`src/rtl/seq_restoring_divider.sv`:
```
// Sequential unsigned restoring divider: one quotient bit per clock via shift and trial subtract.
// A zero divisor skips the iteration and reports all-ones quotient with the dividend as remainder.
module seq_restoring_divider #(
    parameter int n = 8
) (
    input  logic         clk,
    input  logic         rst_n,
    input  logic         start,
    input  logic [n-1:0] dividend,
    input  logic [n-1:0] divisor,
    output logic         busy,
    output logic         done,
    output logic [n-1:0] quotient,
    output logic [n-1:0] remainder,
    output logic         div_by_zero
);

    localparam int CW = $clog2(n + 1);

    typedef enum logic [1:0] {
        IDLE = 2'd0,
        CALC = 2'd1,
        DONE = 2'd2
    } state_t;

    state_t        state_reg;
    logic [n:0]    r_reg;
    logic [n-1:0]  q_reg;
    logic [n-1:0]  d_reg;
    logic [CW-1:0] count_reg;
    logic          busy_reg;
    logic          done_reg;
    logic          dbz_reg;
    logic [n-1:0]  quotient_reg;
    logic [n-1:0]  remainder_reg;

    logic [n:0]    r_shift;
    logic [n:0]    d_ext;
    logic [n:0]    r_diff;
    logic [n+1:0]  borrow;
    logic          ge;
    logic [n:0]    r_next;
    logic [n-1:0]  q_next;

    assign r_shift   = {r_reg[n-1:0], q_reg[n-1]};
    assign d_ext     = {1'b0, d_reg};
    assign borrow[0] = 1'b0;

    // Ripple-borrow trial subtraction; the final borrow doubles as the R' < D flag.
    genvar gi;
    generate
        for (gi = 0; gi <= n; gi++) begin : g_sub
            assign r_diff[gi]   = r_shift[gi] ^ d_ext[gi] ^ borrow[gi];
            assign borrow[gi+1] = (~r_shift[gi] & d_ext[gi]) |
                                  (~(r_shift[gi] ^ d_ext[gi]) & borrow[gi]);
        end
    endgenerate

    // A set top bit of R means R<<1 is at least 2^(n+1), which always exceeds D.
    assign ge     = r_reg[n] | ~borrow[n+1];
    assign r_next = ge ? r_diff : r_shift;

    assign q_next[0] = ge;
    generate
        for (gi = 1; gi < n; gi++) begin : g_qshift
            assign q_next[gi] = q_reg[gi-1];
        end
    endgenerate

    always_ff @(posedge clk) begin
        if (!rst_n) begin
            state_reg     <= IDLE;
            r_reg         <= '0;
            q_reg         <= '0;
            d_reg         <= '0;
            count_reg     <= '0;
            busy_reg      <= 1'b0;
            done_reg      <= 1'b0;
            dbz_reg       <= 1'b0;
            quotient_reg  <= '0;
            remainder_reg <= '0;
        end else begin
            case (state_reg)
                IDLE: begin
                    done_reg <= 1'b0;
                    if (start) begin
                        if (divisor != '0) begin
                            r_reg     <= '0;
                            q_reg     <= dividend;
                            d_reg     <= divisor;
                            count_reg <= CW'(n);
                            busy_reg  <= 1'b1;
                            state_reg <= CALC;
                        end else begin
                            quotient_reg  <= '1;
                            remainder_reg <= dividend;
                            dbz_reg       <= 1'b1;
                            done_reg      <= 1'b1;
                            state_reg     <= DONE;
                        end
                    end
                end
                CALC: begin
                    r_reg     <= r_next;
                    q_reg     <= q_next;
                    count_reg <= count_reg - 1'b1;
                    if (count_reg == CW'(1)) begin
                        quotient_reg  <= q_next;
                        remainder_reg <= r_next[n-1:0];
                        dbz_reg       <= 1'b0;
                        busy_reg      <= 1'b0;
                        done_reg      <= 1'b1;
                        state_reg     <= DONE;
                    end
                end
                DONE: begin
                    done_reg  <= 1'b0;
                    state_reg <= IDLE;
                end
                default: begin
                    busy_reg  <= 1'b0;
                    done_reg  <= 1'b0;
                    state_reg <= IDLE;
                end
            endcase
        end
    end

    assign busy        = busy_reg;
    assign done        = done_reg;
    assign quotient    = quotient_reg;
    assign remainder   = remainder_reg;
    assign div_by_zero = dbz_reg;

endmodule

```
`config.mk`:
```
export PLATFORM = sky130hd
export DESIGN_NAME = seq_restoring_divider
export DESIGN_NICKNAME = d
export VERILOG_FILES = /design/src/rtl/seq_restoring_divider.sv
export SDC_FILE = /design/constraint.sdc
export NUM_CORES = 1
export LEC_CHECK = 0
export CELL_PAD_IN_SITES_DETAIL_PLACEMENT = 0
export CELL_PAD_IN_SITES_GLOBAL_PLACEMENT = 1
export CORE_MARGIN = 3
export CORE_UTILIZATION = 36
export CTS_BUF_LIST = sky130_fd_sc_hd__clkbuf_8 sky130_fd_sc_hd__clkbuf_16
export DETAILED_ROUTE_END_ITERATION = 8
export PLACE_DENSITY = 0.85
export SKIP_CTS_REPAIR_TIMING = 1
export SLEW_MARGIN = 20
export SYNTH_ARGS = -nofsm -noshare
export SYNTH_HDL_FRONTEND = slang
export SYNTH_SLANG_ARGS = --single-unit
```
`constraint.sdc`:
```
create_clock -name clk -period 4.1 [get_ports clk]
set_clock_uncertainty 0.05 [all_clocks]
set_input_delay 0.82 -clock clk [delete_from_list [all_inputs] [get_ports clk]]
set_output_delay 0.82 -clock clk [all_outputs]
set_load 0.02 [all_outputs]
```
==> results of run 1 <==
[power groups by stage]
| stage | Sequential (mW) | Clock, mW | Combinational [mW] |
|---|---|---|---|
| 2_1_floorplan | 0.562 | 0 | 0.184 |
| 3_3_place_gp | 0.562 | 0 | 0.282 |
| 3_5_place_dp | 0.563 | 0 | 0.283 |
| 4_1_cts | 0.552 | 0.313 | 0.285 |
| 5_1_grt | 0.558 | 0.332 | 0.349 |
| 6_report | 0.552 | 0.301 | 0.313 |
[final cells by class]
class | count | area [um^2]
repair buffers | 46 | 442
inverters | 15 | 56.3
flip-flops and latches | 50 | 1000
well taps | 75 | 93.8
clock buffers | 5 | 68.8
multi-input cells | 151 | 1160
fillers | 585 | 3170
clock inverters | 3 | 28.8
[Yosys cell counts]
library cell,number,area [um^2]
sky130_fd_sc_hd__o21a_1,2,15.0
sky130_fd_sc_hd__a21oi_1,13,65.1
sky130_fd_sc_hd__clkinv_1,1,3.75
sky130_fd_sc_hd__nor3_1,6,30.0
sky130_fd_sc_hd__xor2_1,1,8.76
sky130_fd_sc_hd__nand3b_1,1,7.51
sky130_fd_sc_hd__nor2_1,17,63.8
sky130_fd_sc_hd__nor2b_1,1,6.26
sky130_fd_sc_hd__nor3b_2,1,12.5
sky130_fd_sc_hd__o2bb2ai_1,6,52.6
sky130_fd_sc_hd__fa_1,7,140
sky130_fd_sc_hd__buf_4,1,7.51
sky130_fd_sc_hd__o221a_2,7,78.8
sky130_fd_sc_hd__buf_2,2,10.0
sky130_fd_sc_hd__ha_1,4,50.1
sky130_fd_sc_hd__o22a_1,1,8.76
sky130_fd_sc_hd__o21ai_0,8,40.0
sky130_fd_sc_hd__a2bb2oi_1,1,8.76
sky130_fd_sc_hd__nor4_1,1,6.26
sky130_fd_sc_hd__a211oi_1,2,15.0
sky130_fd_sc_hd__a31oi_1,7,43.8
sky130_fd_sc_hd__clkbuf_1,11,41.3
sky130_fd_sc_hd__o31ai_1,8,60.1
sky130_fd_sc_hd__or3b_1,1,8.76
sky130_fd_sc_hd__nor4_2,2,25.0
sky130_fd_sc_hd__a21o_1,1,7.51
sky130_fd_sc_hd__and3b_1,1,8.76
sky130_fd_sc_hd__dfxtp_1,50,1000
sky130_fd_sc_hd__inv_1,14,52.6
sky130_fd_sc_hd__o211ai_1,8,60.1
sky130_fd_sc_hd__mux2i_1,17,170
sky130_fd_sc_hd__o32ai_1,1,8.76
sky130_fd_sc_hd__nand2b_1,5,31.3
sky130_fd_sc_hd__a31o_2,1,8.76
sky130_fd_sc_hd__nand2_1,18,67.6
sky130_fd_sc_hd__and2_1,2,12.5
sky130_fd_sc_hd__buf_6,3,33.8
[logic make-up (layout without fill, tap and decap cells)]
family | after synthesis | after routing
compound gates | 66 | 66
buf+inv | 32 | 69
flops | 50 | 50
fa+ha+maj | 11 | 11
simple gates | 56 | 56
mux | 17 | 17
xor+xnor | 1 | 1
[metal layers]
| metal | vias to the layer above | GRT usage | share of wire |
|---|---|---|---|
| li1 | 909 | - | - |
| met1 | 865 | 0.210 | 0.48 |
| met2 | 40 | 0.237 | 0.47 |
| met3 | 4 | 0.0359 | 0.050 |
| met5 | - | 0 | 0 |
| met4 | 0 | 0.0302 | 0.0071 |
[critical path: stages, from the launching register on]
cell                        delay [ps]
sky130_fd_sc_hd__dfxtp_1           340
sky130_fd_sc_hd__inv_1              40
sky130_fd_sc_hd__ha_1              180
sky130_fd_sc_hd__inv_1              70
sky130_fd_sc_hd__fa_1              160
sky130_fd_sc_hd__inv_1              50
sky130_fd_sc_hd__fa_2              330
sky130_fd_sc_hd__fa_2              350
sky130_fd_sc_hd__fa_2              340
sky130_fd_sc_hd__fa_1              380
sky130_fd_sc_hd__fa_1              390
sky130_fd_sc_hd__fa_2              340
sky130_fd_sc_hd__ha_2              190
sky130_fd_sc_hd__nand2b_4          110
sky130_fd_sc_hd__mux2i_4           250
sky130_fd_sc_hd__a2bb2oi_2         140
sky130_fd_sc_hd__a21oi_1            70
[layout by cell type, fill, tap and decap left out, drive strengths merged, types with 8 or more instances in the layout]
master	synthesis	routed
o31ai	8	8
a21oi	13	13
nand2	18	18
buf	6	9
o21ai	8	8
mux2i	17	17
o211ai	8	8
clkdlybuf4s50	0	37
inv	14	15
nor2	17	17
dfxtp	50	50
[through the flow]
step	hold slack, ps	power, mW	instance area [um^2]	utilization	worst slack, ps
finish	439	1.17	2850	0.473	169
global route	460	1.24	2850	0.473	8.31
CTS	438	1.15	2810	0.466	-124
detailed placement	416	0.845	2710	0.450	-111
global placement	402	0.844	2710	0.450	-62.3
floorplan	399	0.746	2270	-	36.3
[worst paths after layout]
check / start / to / slack [ps] / cells past startpoint
worst min-delay path: quotient[0] / quotient[0] / 440 / 1
worst min register to register: quotient[0] / quotient[0] / 440 / 1
worst max-delay path: q_reg[7] / remainder[1] / 170 / 16
worst max register to register: q_reg[7] / remainder[1] / 170 / 16
==> load_flow_metrics.sql, run 1 <==
INSERT INTO impl_metrics (metric_group, metric, value, unit) VALUES
('clock_tree', 'cts_tree', 'built', ''),
('die', 'start_util', '0.377', ''),
('route', 'drt-vias-per-instance', '5.27', ''),
('sta', 'fin_tns_setup', '0', 'ps'),
('yosys', 'yosysWarningCount', '0', ''),
('yosys', 'synthCells', '233', ''),
('job', 'timing.max_cap.violations', '0', ''),
('yosys', 'synthesis.area_per_instance', '9.75', 'um^2'),
('global_routing', 'overflow', '0', ''),
('route', 'first_iter_violations', '84', ''),
('route', 'vias_after_detailed_routing', '1818', ''),
('critical_path', 'setup.worst_path.start_class', 'flip-flop', ''),
('pwr', 'powerDensity', '409', 'nW/um^2'),
('route', 'pre_antenna_drt_iters', '4', ''),
('yosys', 'main_combinational_cell_family_by_area_after_synthesis', 'compound AO/OA/AOI/OAI gates', ''),
('route', 'ant_nets', '0', ''),
('die', 'die_x', '85.4', 'um'),
('yosys', 'synth.ff_latch_count', '50', ''),
('clock_tree', 'cts-buffers-inserted', '5', ''),
('layout', 'synthesis_to_layout_area_growth', '25.5', '%'),
('yosys', 'synth-compound-area-share', '0.208', ''),
('route', 'detail_route.wirelength', '5.22', 'mm'),
('die', 'fp-row-count', '28', ''),
('sta', 'final.min_clock_period', '3930', 'ps'),
('sta', 'fmax', '254', 'MHz'),
('run_status', 'status', 'completed', ''),
('layout', 'drive_above_1_share', '0.133', ''),
('sta', 'report.final.setup_viol', '0', ''),
('yosys', 'netlist_area', '2270', 'um^2'),
('yosys', 'synth_xor_area_frac', '0.00385', ''),
('sta', 'max_slew.worst_pin.slew', '882', 'ps'),
('clock_tree', 'clkSinkCount', '50', ''),
('yosys', 'adder_cell_fraction_of_synth_area', '0.0837', ''),
('route', 'detail_route.wl_per_cell', '15.1', 'um'),
('clock_tree', 'worst_path_clk_slew', '90', 'ps'),
('placement', 'final_gp_congestion', '0.953', ''),
('placement', 'io_buffer_count', '37', ''),
('critical_path', 'criticalPathCategory', 'reg2reg', ''),
('die', 'die_area', '7300', 'um^2'),
('layout', 'fin_cells', '345', ''),
('global_routing', 'grt_util_all_layers', '0.150', ''),
('sta', 'rsz0062_at_grt', 'false', ''),
('placement', 'post-place-cells', '337', ''),
('clock_tree', 'ctsRootBufferMaster', 'sky130_fd_sc_hd__clkbuf_8', ''),
('global_routing', 'maximum_number_of_pins_on_one_net_before_global_route_repair', '27', ''),
('global_routing', 'antenna_found_initial', '0', ''),
('critical_path', 'cp_data_arrival_time', '4050', 'ps'),
('global_routing', 'grt_pass1_vias', '1739', ''),
('layout', 'antenna_cells_inserted', '0', ''),
('die', 'floorplan.io_pins', '38', ''),
('yosys', 'post_synth_num_cell_types', '37', ''),
('yosys', 'synth_simple_gate_area_share', '0.123', ''),
('global_routing', 'grt_pass1_wl', '8.74', 'mm'),
('clock_tree', 'ctsHtreeMaxLevel', '2', ''),
('sta', 'layout_worst_path_cycle_share', '0.959', ''),
('pwr', 'switching_share', '0.314', ''),
('clock_tree', 'clk_path_buf_depth', '2', ''),
('clock_tree', 'clock_latency', '310', 'ps'),
('pwr', 'p_comb_frac', '0.268', ''),
('critical_path', 'worst_ep_required_time', '4220', 'ps'),
('pwr', 'power_switching', '366', 'uW'),
('pwr', 'ir_drop', '0.174', 'mV'),
('yosys', 'synthMuxAreaShare', '0.0749', ''),
('yosys', 'synth_nets', '263', ''),
('pwr', 'clkPwrFrac', '0.258', ''),
('die', 'vert_die_dim', '85.4', 'um'),
('sta', 'worst_slew_margin_rel', '0.412', ''),
('yosys', 'synth_seq_area_share', '0.441', ''),
('sta', 'hold_viol_final', '0', ''),
('route', 'detailed_route_drc_error_count', '0', ''),
('pwr', 'static-leakage-power', '1.10', 'nW'),
('die', 'fp.coreArea', '6030', 'um^2'),
('critical_path', 'critPathMaxFanout', '4', ''),
('layout', 'layout.nets', '299', ''),
('pwr', 'internal_power_component', '801', 'uW'),
('layout', 'largest_register_ff_count', '9', ''),
('critical_path', 'crit_end_category', 'flip-flop', ''),
('pwr', 'seqPwrFrac', '0.474', ''),
('sta', 'slew_viol_final', '0', ''),
('placement', 'hpwl_dp', '3.87', 'mm'),
('worst_hold_path', 'worst_hold_path_type', 'reg2reg', '');
Power figures use the tool's default switching activity.
==> inputs of run 2 (changes only) <==
--- a/config.mk
+++ b/config.mk
@@ -5,10 +5,10 @@
 export SDC_FILE = /design/constraint.sdc
 export NUM_CORES = 1
 export LEC_CHECK = 0
+export ABC_AREA = 1
 export CELL_PAD_IN_SITES_DETAIL_PLACEMENT = 0
 export CELL_PAD_IN_SITES_GLOBAL_PLACEMENT = 1
-export CORE_MARGIN = 3
-export CORE_UTILIZATION = 36
+export CORE_UTILIZATION = 34
 export CTS_BUF_LIST = sky130_fd_sc_hd__clkbuf_8 sky130_fd_sc_hd__clkbuf_16
 export DETAILED_ROUTE_END_ITERATION = 8
 export PLACE_DENSITY = 0.85
@@ -17,3 +17,4 @@
 export SYNTH_ARGS = -nofsm -noshare
 export SYNTH_HDL_FRONTEND = slang
 export SYNTH_SLANG_ARGS = --single-unit
+export TNS_END_PERCENT = 20
==> run 2 against run 1 <==
Against the previous run:
- utilization decreased by 2.8 points
- synthesized area increased by 7.9%
- combinational power up 38%
- sequential share of layout area down 2.3 points
- hold slack got worse by 26 ps
- critical path type unchanged
- critical endpoint is now remainder[4]
==> load_flow_metrics.sql, run 2 <==
INSERT INTO impl_metrics (metric_group, metric, value, unit) VALUES
('critical_path', 'setup.worst_path.start_class', 'flip-flop', ''),
('yosys', 'synth_seq_area_share', '0.408', ''),
('sta', 'worst_slew_margin_rel', '0.507', ''),
('yosys', 'yosys.area.top_type_share', '0.408', ''),
('layout', 'layout.nets', '411', ''),
('critical_path', 'worst_ep_required_time', '4290', 'ps'),
('pwr', 'switching_share', '0.326', ''),
('critical_path', 'criticalPathCategory', 'reg2reg', ''),
('die', 'fp.coreArea', '6870', 'um^2'),
('placement', 'final_gp_congestion', '0.765', ''),
('die', 'fp-row-count', '30', ''),
('sta', 'layout_worst_path_cycle_share', '0.950', ''),
('global_routing', 'maximum_number_of_pins_on_one_net_before_global_route_repair', '35', ''),
('pwr', 'power_switching', '433', 'uW'),
('global_routing', 'overflow', '0', ''),
('layout', 'most_common_cell_after_layout_fill_and_taps_aside', 'sky130_fd_sc_hd__nand2_1', ''),
('route', 'pre_antenna_drt_iters', '4', ''),
('route', 'vias_after_detailed_routing', '2180', ''),
('route', 'first_iter_violations', '86', ''),
('layout', 'final_core_utilization', '0.445', ''),
('critical_path', 'critPathMaxFanout', '8', ''),
('yosys', 'yosys_most_used_dff', 'sky130_fd_sc_hd__dfxtp_1', ''),
('yosys', 'synthesis.area_per_instance', '7.13', 'um^2'),
('pwr', 'p_comb_frac', '0.325', ''),
('pwr', 'clkPwrFrac', '0.251', ''),
('clock_tree', 'clkSinkCount', '50', ''),
('yosys', 'netlist_area', '2450', 'um^2'),
('yosys', 'synth-edff-count', '0', ''),
('die', 'vert_die_dim', '86.9', 'um'),
('clock_tree', 'clk_path_buf_depth', '2', ''),
('route', 'detail_route.wirelength', '5.43', 'mm'),
('clock_tree', 'cts-buffers-inserted', '5', ''),
('pwr', 'powerDensity', '436', 'nW/um^2'),
('clock_tree', 'cts_tree', 'built', ''),
('yosys', 'synthCells', '344', ''),
('yosys', 'post_synth_num_cell_types', '25', ''),
('yosys', 'yosysMostFrequentCell', 'sky130_fd_sc_hd__nand2_1', ''),
('route', 'ant_nets', '0', ''),
('global_routing', 'antenna_found_initial', '0', ''),
('yosys', 'synth.ff_latch_count', '50', ''),
('layout', 'largest_register_ff_count', '9', ''),
('placement', 'hpwl_dp', '3.84', 'mm'),
('sta', 'report.final.setup_viol', '0', ''),
('global_routing', 'grt_pass1_vias', '2029', ''),
('yosys', 'synthArstFlopShare', '0', ''),
('placement', 'io_buffer_count', '37', ''),
('die', 'die_area', '7550', 'um^2'),
('critical_path', 'crit_end_category', 'flip-flop', ''),
('route', 'detail_route.wl_per_cell', '11.4', 'um'),
('clock_tree', 'clock_latency', '300', 'ps'),
('sta', 'fmax', '257', 'MHz'),
('yosys', 'synth_nets', '374', ''),
('die', 'start_util', '0.357', ''),
('pwr', 'static-leakage-power', '1.27', 'nW'),
('route', 'drt-vias-per-instance', '4.56', ''),
('pwr', 'internal_power_component', '898', 'uW'),
('yosys', 'synth.cells.most_frequent', '75 x sky130_fd_sc_hd__nand2_1, 63 x sky130_fd_sc_hd__nor2_1, 50 x sky130_fd_sc_hd__dfxtp_1', ''),
('clock_tree', 'worst_path_clk_slew', '90', 'ps'),
('job', 'timing.max_cap.violations', '0', ''),
('yosys', 'yosysWarningCount', '0', ''),
('global_routing', 'grt_util_all_layers', '0.157', ''),
('sta', 'timing.hold.ws', '413', 'ps'),
('layout', 'synthesis_to_layout_area_growth', '24.7', '%'),
('pwr', 'total_power', '1.33', 'mW'),
('route', 'detailed_route_drc_error_count', '0', ''),
('pwr', 'ir_drop', '0.146', 'mV'),
('layout', 'drive_above_1_share', '0.0969', ''),
('layout', 'antenna_cells_inserted', '0', ''),
('worst_hold_path', 'worst_hold_path_type', 'reg2reg', ''),
('critical_path', 'cp_data_arrival_time', '4080', 'ps'),
('layout', 'commonest_cells_after_routing_fill_and_taps_aside', '74 x sky130_fd_sc_hd__nand2_1, 63 x sky130_fd_sc_hd__nor2_1, 49 x sky130_fd_sc_hd__dfxtp_1', ''),
('run_status', 'status', 'completed', ''),
('sta', 'hold_viol_final', '0', ''),
('die', 'die_x', '86.9', 'um'),
('clock_tree', 'ctsRootBufferMaster', 'sky130_fd_sc_hd__clkbuf_8', ''),
('sta', 'slew_viol_final', '0', ''),
('yosys', 'yosys-top-cells-area', 'sky130_fd_sc_hd__dfxtp_1 41%, sky130_fd_sc_hd__nand2_1 11%, sky130_fd_sc_hd__nor2_1 9.6%, sky130_fd_sc_hd__inv_1 6.4%, sky130_fd_sc_hd__a21oi_1 6.3%', ''),
('pwr', 'seqPwrFrac', '0.423', ''),
('sta', 'max_slew.worst_pin.slew', '738', 'ps'),
('clock_tree', 'ctsHtreeMaxLevel', '2', ''),
('sta', 'final.min_clock_period', '3890', 'ps'),
('die', 'floorplan.io_pins', '38', ''),
('yosys', 'synth_top_cell_by_area', 'sky130_fd_sc_hd__dfxtp_1', ''),
('global_routing', 'grt_pass1_wl', '9.31', 'mm');
[run 2: through the flow]
step	worst slack (ps)	cell area, um^2	setup TNS, ps	cells
finish	206	3060	0	478
global route	-4.24	3060	-4.24	478
CTS	-234	3000	-2410	476
detailed placement	-208	2890	-1940	468
global placement	-105	2890	-601	468
floorplan	24.4	2450	0	344
[run 2: final cells by class]
type                            count  area, um^2
Multi-Input combinational cell    236        1230
Clock buffer                        5        68.8
Clock inverter                      3        37.5
Timing Repair Buffer               44         427
Tap cell                           96         120
Inverter                           44         165
Fill cell                         724        3810
Sequential cell                    50        1000
[run 2: path summary, 6_finish.rpt]
path | slack, ps | endpoint | cells past startpoint | start
worst max-delay path | 210 | remainder[4] | 20 | q_reg[7]
worst min-delay path | 410 | r_reg[3] | 2 | r_reg[3]
worst max register to register | 210 | remainder[4] | 20 | q_reg[7]
worst min register to register | 410 | r_reg[3] | 2 | r_reg[3]
[run 2: cells by family after synthesis]
family          after synthesis  synth area share
simple gates                161             0.273
compound gates               63             0.134
buf+inv                      58             0.104
flops                        50             0.408
fa+ha+maj                    11            0.0776
xor+xnor                      1           0.00357
[run 2: per-layer routing]
layer / vias up / part of all wire / GRT usage
li1: 1144 / - / -
met1: 982 / 0.50 / 0.215
met2: 43 / 0.45 / 0.248
met3: 11 / 0.035 / 0.0322
met4: 0 / 0.017 / 0.0500
met5: - / 0 / 0
[run 2: power groups by stage]
stage	logic, mW	registers, mW	clock network [mW]
after detailed placement	0.395	0.575	0
after CTS	0.398	0.563	0.346
final	0.433	0.563	0.335
after floorplan	0.249	0.592	0
after global routing	0.490	0.570	0.366
after global placement	0.388	0.573	0
[run 2: critical path, cell delays in order, from the launching register on]
cell and delay [ps]:
sky130_fd_sc_hd__dfxtp_2 340, sky130_fd_sc_hd__inv_1 50, sky130_fd_sc_hd__ha_2 170, sky130_fd_sc_hd__inv_1 60
sky130_fd_sc_hd__fa_1 160, sky130_fd_sc_hd__inv_1 50, sky130_fd_sc_hd__fa_2 330, sky130_fd_sc_hd__fa_2 350
sky130_fd_sc_hd__fa_2 340, sky130_fd_sc_hd__fa_2 340, sky130_fd_sc_hd__fa_2 340, sky130_fd_sc_hd__fa_1 370
sky130_fd_sc_hd__ha_2 200, sky130_fd_sc_hd__nand2_4 100, sky130_fd_sc_hd__buf_6 130, sky130_fd_sc_hd__nand2_1 70
sky130_fd_sc_hd__o21ai_2 70, sky130_fd_sc_hd__a21oi_1 90, sky130_fd_sc_hd__nand2_1 100, sky130_fd_sc_hd__nand2_1 50
sky130_fd_sc_hd__nor2_1 80
